[src/rtl/approx_mult_bist_pkg.sv]
// Shared types and width helpers for the approximate-multiplier BIST engine.
// Optional error statistics are enabled by defining BIST_ERR_STATS_EN.
package approx_mult_bist_pkg;

    typedef enum logic [1:0] {
        ST_IDLE  = 2'd0,
        ST_WAIT  = 2'd1,
        ST_CHECK = 2'd2,
        ST_DONE  = 2'd3
    } state_t;

    // Settle counter covers SETTLE up to 15
    localparam int unsigned SETTLE_W = 4;

    function automatic int unsigned prod_w(input int unsigned n);
        return 2 * n;
    endfunction

    function automatic int unsigned count_w(input int unsigned n);
        return 2 * n + 1;
    endfunction

    function automatic int unsigned sum_w(input int unsigned n);
        return 4 * n;
    endfunction

endpackage

[src/rtl/bist_err_calc.sv]
// Combinational compare of a DUT product against the exact product.
// The distance output exists only when BIST_ERR_STATS_EN is defined.
module bist_err_calc
    import approx_mult_bist_pkg::*;
#(
    parameter int unsigned N = 4
) (
    input  logic [N-1:0]   a,
    input  logic [N-1:0]   b,
    input  logic [2*N-1:0] y,
    output logic           match
`ifdef BIST_ERR_STATS_EN
    ,
    output logic [2*N-1:0] dist
`endif
);

    localparam int unsigned PW = prod_w(N);

    logic [PW-1:0] exact;

    assign exact = PW'(a) * PW'(b);
    assign match = (y == exact);

`ifdef BIST_ERR_STATS_EN
    assign dist = (y >= exact) ? (y - exact) : (exact - y);
`endif

endmodule

[src/rtl/approx_mult_bist.sv]
// Sweeps every operand pair into a multiplier under test and counts exact matches.
// Defining BIST_ERR_STATS_EN adds error-distance sum and maximum outputs.
module approx_mult_bist
    import approx_mult_bist_pkg::*;
#(
    parameter int unsigned N      = 4,
    parameter int unsigned SETTLE = 1
) (
    input  logic             clk,
    input  logic             rst,
    input  logic             start,
    output logic [N-1:0]     dut_a,
    output logic [N-1:0]     dut_b,
    input  logic [2*N-1:0]   dut_y,
    output logic             busy,
    output logic             done,
    output logic [2*N:0]     correct_count
`ifdef BIST_ERR_STATS_EN
    ,
    output logic [4*N-1:0]   err_sum,
    output logic [2*N-1:0]   err_max
`endif
);

    localparam int unsigned PW = prod_w(N);
    localparam int unsigned CW = count_w(N);
    localparam logic [SETTLE_W-1:0] SETTLE_LAST = SETTLE_W'((SETTLE == 0) ? 0 : SETTLE - 1);
    localparam state_t FIRST_ST = (SETTLE == 0) ? ST_CHECK : ST_WAIT;

    state_t              state_q, state_d;
    logic [SETTLE_W-1:0] cnt_q, cnt_d;
    logic [N-1:0]        a_d, b_d;
    logic                busy_d, done_d;
    logic [CW-1:0]       count_d;
    logic                match;
    logic                last_vec;

    assign last_vec = (dut_a == {N{1'b1}}) && (dut_b == {N{1'b1}});

`ifdef BIST_ERR_STATS_EN
    localparam int unsigned SW = sum_w(N);
    logic [PW-1:0] dist;
    logic [SW-1:0] sum_d;
    logic [PW-1:0] max_d;

    bist_err_calc #(.N(N)) u_calc (
        .a     (dut_a),
        .b     (dut_b),
        .y     (dut_y),
        .match (match),
        .dist  (dist)
    );
`else
    bist_err_calc #(.N(N)) u_calc (
        .a     (dut_a),
        .b     (dut_b),
        .y     (dut_y),
        .match (match)
    );
`endif

    // Next-state and next-register values; everything holds unless a state acts on it
    always_comb begin
        state_d = state_q;
        cnt_d   = cnt_q;
        a_d     = dut_a;
        b_d     = dut_b;
        busy_d  = busy;
        done_d  = done;
        count_d = correct_count;
`ifdef BIST_ERR_STATS_EN
        sum_d   = err_sum;
        max_d   = err_max;
`endif
        unique case (state_q)
            ST_IDLE, ST_DONE: begin
                if (start) begin
                    state_d = FIRST_ST;
                    cnt_d   = '0;
                    a_d     = '0;
                    b_d     = '0;
                    busy_d  = 1'b1;
                    done_d  = 1'b0;
                    count_d = '0;
`ifdef BIST_ERR_STATS_EN
                    sum_d   = '0;
                    max_d   = '0;
`endif
                end
            end
            ST_WAIT: begin
                if (cnt_q == SETTLE_LAST) begin
                    state_d = ST_CHECK;
                    cnt_d   = '0;
                end else begin
                    cnt_d = cnt_q + SETTLE_W'(1);
                end
            end
            ST_CHECK: begin
                if (match) begin
                    count_d = correct_count + CW'(1);
                end
`ifdef BIST_ERR_STATS_EN
                sum_d = err_sum + SW'(dist);
                if (dist > err_max) begin
                    max_d = dist;
                end
`endif
                if (last_vec) begin
                    state_d = ST_DONE;
                    busy_d  = 1'b0;
                    done_d  = 1'b1;
                end else begin
                    // b is the low half, so carry out of b advances a
                    {a_d, b_d} = PW'({dut_a, dut_b}) + PW'(1);
                    state_d    = FIRST_ST;
                end
            end
            default: state_d = ST_IDLE;
        endcase
    end

    always_ff @(posedge clk) begin
        if (rst) begin
            state_q       <= ST_IDLE;
            cnt_q         <= '0;
            dut_a         <= '0;
            dut_b         <= '0;
            busy          <= 1'b0;
            done          <= 1'b0;
            correct_count <= '0;
`ifdef BIST_ERR_STATS_EN
            err_sum       <= '0;
            err_max       <= '0;
`endif
        end else begin
            state_q       <= state_d;
            cnt_q         <= cnt_d;
            dut_a         <= a_d;
            dut_b         <= b_d;
            busy          <= busy_d;
            done          <= done_d;
            correct_count <= count_d;
`ifdef BIST_ERR_STATS_EN
            err_sum       <= sum_d;
            err_max       <= max_d;
`endif
        end
    end

endmodule

[config.mk]
export PLATFORM = sky130hd
export DESIGN_NAME = approx_mult_bist
export DESIGN_NICKNAME = d
export VERILOG_FILES = /design/src/rtl/approx_mult_bist_pkg.sv /design/src/rtl/bist_err_calc.sv /design/src/rtl/approx_mult_bist.sv
export SDC_FILE = /design/constraint.sdc
export NUM_CORES = 1
export LEC_CHECK = 0
export ABC_AREA = 1
export CELL_PAD_IN_SITES_DETAIL_PLACEMENT = 1
export CELL_PAD_IN_SITES_GLOBAL_PLACEMENT = 1
export CORE_UTILIZATION = 41
export CTS_CLUSTER_DIAMETER = 40
export DETAILED_ROUTE_END_ITERATION = 12
export PLACE_DENSITY_LB_ADDON = 0.1
export SLEW_MARGIN = 20
export SYNTH_ARGS = -nofsm -noshare
export SYNTH_HDL_FRONTEND = slang
export SYNTH_HIERARCHICAL = 1
export SYNTH_SLANG_ARGS = --single-unit
[constraint.sdc]
create_clock -name clk -period 5.8 [get_ports clk]
set_input_delay 0.87 -clock clk [delete_from_list [all_inputs] [get_ports clk]]
set_output_delay 0.87 -clock clk [all_outputs]
set_load 0.1 [all_outputs]
# Word level (Yosys, flattened, before mapping)
# Cells that the tools add are included.
[op_classes] n_mux=20 n_addsub=3 mul=1 reduce_logical=11 n_eq_ne=11
[ops] operator="$pmux 4 s2" n=3
[ops] operator="$mux 9" n=2
[ops] operator="$pmux 9 s2" n=1
[ops] operator="$mux 4" n=4
[ops] operator="$ne 2x2->1 const B" n=5
[ops] operator="$add 9x1->9 const B" n=1
[ops] operator="$reduce_and 3->1" n=3
[ops] operator="$add 8x1->8 const B" n=1
[ops] operator="$eq 4x4->1 const B" n=2
[ops] operator="$eq 8x8->1" n=1
[ops] operator="$mul 4x4->8" n=1
[ops] operator="$mux 2" n=3
[ops] operator="$pmux 2 s3" n=1
[ops] operator="$add 4x1->4 const B" n=1
[ops] operator="$eq 2x2->1 const B" n=2
[ops] operator="$logic_not 4->1" n=1
[ops] operator="$mux 1" n=4
[ops] operator="$pmux 1 s2" n=2
[ops] operator="$reduce_and 2->1" n=2
[ops] operator="$reduce_bool 2->1" n=2
[ops] operator="$eq 2x1->1 const B" n=1
[ops] operator="$logic_not 2->1" n=1
[ops] operator="$reduce_or 2->1" n=1
[ops] operator="$logic_and 1x1->1" n=1
[word_totals] regBits=25 wordCells=53 output_inout_bits=19 input_bits=11

# Depth between registers and ports, before layout
[depth] word_depth=4 mapped_depth=23 depth_no_buf=23

# Modules after synthesis
# Netlist, hierarchy kept.
[modules_own_cells] module="approx_mult_bist" instances=1 area_each_um2=1500.2 cells_per_inst=220
[modules_own_cells] module="bist_err_calc" instances=1 area_each_um2=579.3 cells_per_inst=99

# Worst setup path before layout
# Ideal clock, no wire load.
[synth_path] kind="register to register" from="register dut_b[2]" to="register correct_count[8]" setup_time_ps=119 stages_incl_launch_ff=20 required_time_ps=5681 arrival_ps=3977 path_slack_ps=1704 path_cell_list="dfxtp_1 -> nand2_1 -> fa_1 -> fa_1 -> fa_1 -> inv_1 -> nand2_1 -> nand2_1 -> nor2_1 -> nand3_1 -> nor2_1 -> nand3_1 -> nor2_1 -> inv_1 -> nand2_1 -> nand3_4 -> nor2_2 -> nand3_1 -> nand2_1 -> nor2_1"
[synth_between] elab_chain_cells=4
[synth_lines] element="start: declaration" line="approx_mult_bist.sv:13" source="output logic [N-1:0] dut_b,"
[synth_lines] element="start signal: assignment" line="approx_mult_bist.sv:128" source="dut_b <= '0;"
[synth_lines] element="start signal: assignment" line="approx_mult_bist.sv:140" source="dut_b <= b_d;"
[synth_lines] element="$mul 4x4->8" line="bist_err_calc.sv:22" source="assign exact = PW'(a) * PW'(b);"
[synth_lines] element="$eq 8x8->1" line="bist_err_calc.sv:23" source="assign match = (y == exact);"
[synth_lines] element="named net match" line="approx_mult_bist.sv:35" source="logic match;"
[synth_lines] element="$ne 2x2->1 (no line)"
[synth_lines] element="$reduce_and 3->1 (no line)"
[synth_lines] element="end signal: assignment" line="approx_mult_bist.sv:143" source="correct_count <= count_d;"
[synth_lines] element="end: declaration" line="approx_mult_bist.sv:17" source="output logic [2*N:0] correct_count"
# The timed path passes the listed nets, and every way through them passes these cells.
# A chain may end at the register's enable or synchronous reset.

# Final worst setup path
[layout_path] from="register dut_b[3]" to="register correct_count[4]"
# Same word-level chain as after synthesis.

==> results.cfg <==
[clocking]
cts_sinks = 25
clockBufferDepth = 2
h-tree-depth = 1
root_buffer = clkbuf_8
post_cts_buffers = 0
post_cts.resized_instances = 0
cts_made_buffers = 3
clk_latency_ns = 0.28
path_clk_slew_ns = 0.10
cts_tree = done
cts_hold_buf = 0

[grt]
grt_remaining_overflow = 0
grt_pass1_vias = 2048
grt_max_degree = 15
grt_pass1_wl_um = 8880
antenna_found_initial = 0
track_usage = 0.210

[cells_and_area]
n_fill_cell = 680
regArea_um2 = 500
final_cell_mix = nand2_1, inv_1, nor2_1, clkdlybuf4s50_1, nand3_1
layout.nets = 384
multi_input_area_um2 = 1320
final_common_cell = nand2_1
n_antenna_cell = 0
area_delta_synth_final_pct = 19.0
drive_gt1_frac = 0.0688

[placed_design]
dp_hpwl_um = 4040
portBuffers = 29
routabilityCongestion = 0.803

[routing]
viasPerCell = 4.94
drc = 0
wl_um = 5040
first_pass_iters = 4
initialDrtViolationCount = 54
wl_per_cell_um = 12.1
num_vias = 2057
ant_nets = 0

[synth]
yosysWarnings = 6
synth.area.top_cells = dfxtp_1, nand2_1, ha_1
syn_avg_cell_area_um2 = 6.52
synth_cell_type_count = 27
yosysSeqAreaShare = 0.241
synthesis.nets = 353
yosys_register_bits = 25
syn_area_um2 = 2080
yosysTopAreaCell = dfxtp_1
yosys.area.top_type_share = 0.241
syn_inst = 319

[sta]
min_period_ns = 3.68
finalHoldViolCount = 0
rsz0062_at_grt = no
max_clock_freq_ghz = 0.272
worst_pin_slew_ns = 1.01
setup_violations = 0
skew_ns = 0.00879
final_max_slew_viol_count = 0
setup_tns_ns = 0
slew_headroom = 0.324
finalCritPeriodShare = 0.635

[floorplan]
die_w_um = 73.2
die_area_um2 = 5360
die_y_um = 73.2
rows = 25
io_pins = 30
core-area_um2 = 4790
start_util = 0.435

[power]
leakage_nw = 1.21
ir_drop_uv = 198
power.density_nw_per_um2 = 200
finalPower_uw = 494

[critical_path]
reg2reg_to = correct_count[4]$_SDFFE_PP0P_
cp-start-kind = register
cp-end-kind = register
worst_ep_required_time_ns = 6.02
reg2reg_slack_ns = 2.12
timing.rr.start = dut_b[3]$_SDFFE_PP0P_
arrival_ns = 3.90
crit_start = dut_b[3]$_SDFFE_PP0P_
r2r_cells = 20
crit_fanout = 8
critPathKind = register to register
cp-endpoint = correct_count[4]$_SDFFE_PP0P_

[hold_path]
min_path_type = register to register

[flow_run]
maxCapViolCount = 0

[status]
status = completed
worst min path at each step:
stage / end / cells after the start / slack [ns] / startpoint
2_1_floorplan: state_q[1]$_SDFFE_PP0P_ / 2 / 0.46 / state_q[1]$_SDFFE_PP0P_
3_3_place_gp: busy$_SDFFE_PP0P_ / 2 / 0.48 / busy$_SDFFE_PP0P_
3_5_place_dp: busy$_SDFFE_PP0P_ / 2 / 0.48 / busy$_SDFFE_PP0P_
4_1_cts: busy$_SDFFE_PP0P_ / 2 / 0.49 / busy$_SDFFE_PP0P_
5_1_grt: done$_SDFFE_PP0P_ / 2 / 0.52 / done$_SDFFE_PP0P_
6_report: done$_SDFFE_PP0P_ / 2 / 0.49 / done$_SDFFE_PP0P_
metrics by stage:
step           utilization  hold slack (ns)  setup WS, ns  std cells  cell area [um^2]
2_1_floorplan            -            0.460          1.70        319              2080
3_3_place_gp         0.507            0.477          2.17        412              2430
3_5_place_dp         0.507            0.476          2.09        412              2430
4_1_cts              0.517            0.490          2.06        416              2470
5_1_grt              0.517            0.525          1.75        416              2470
6_report             0.517            0.487          2.12        416              2470
area by class of cell:
class / instances / share of cell area
Clock buffer: 3 / 0.0167
Clock inverter: 1 / 0.00202
Inverter: 61 / 0.0936
Multi-Input combinational cell: 230 / 0.534
Sequential cell: 25 / 0.202
Tap cell: 67 / 0.0339
Timing Repair Buffer: 29 / 0.117
synthesized netlist by cell type (all sizes together):
master   n
a211oi   1
nand3b   1
nand4    3
nor3b    1
nor3     2
xnor2    4
dfxtp   25
nand3   29
a21oi   20
ha      19
fa       4
nand2   93
clkbuf   1
buf      2
nor2    42
o21ai   11
inv     61
sequential cells by signal, summed over array words and instances, names as in the netlist:
signal	flops
correct_count	9
dut_a	4
state_q	2
busy	1
done	1
cnt_q	4
dut_b	4
cells by family after synthesis:
logic type      synth area share
buf+inv                    0.124
flops                      0.241
simple gates               0.386
compound gates            0.0800
fa+ha+maj                  0.153
xor+xnor                  0.0168
worst max-delay path: stages (launching register included):
cell	delay (ns)
dfxtp_1	0.56
nand2_1	0.14
fa_1	0.52
fa_1	0.54
fa_1	0.58
inv_1	0.04
nand2_1	0.06
nand2_1	0.04
nor2_1	0.08
nand3_1	0.07
nor2_1	0.10
nand3_1	0.09
nor2_1	0.09
inv_1	0.04
nand2_1	0.14
nand3_4	0.15
nor2_4	0.13
nand2_1	0.07
nand2_1	0.07
nand2_1	0.04
nor2_1	0.08
per-layer routing:
layer	global-route usage	part of all wire
met1	0.272	0.47
met2	0.370	0.50
met3	0.0207	0.024
met4	0.0523	0.011
met5	0	0
power by group:
group | internal [mW] | switching, mW
sequential | 0.181 | 0.0144
clock | 0.0483 | 0.0610
combinational | 0.0528 | 0.136
Power figures use the tool's default switching activity.
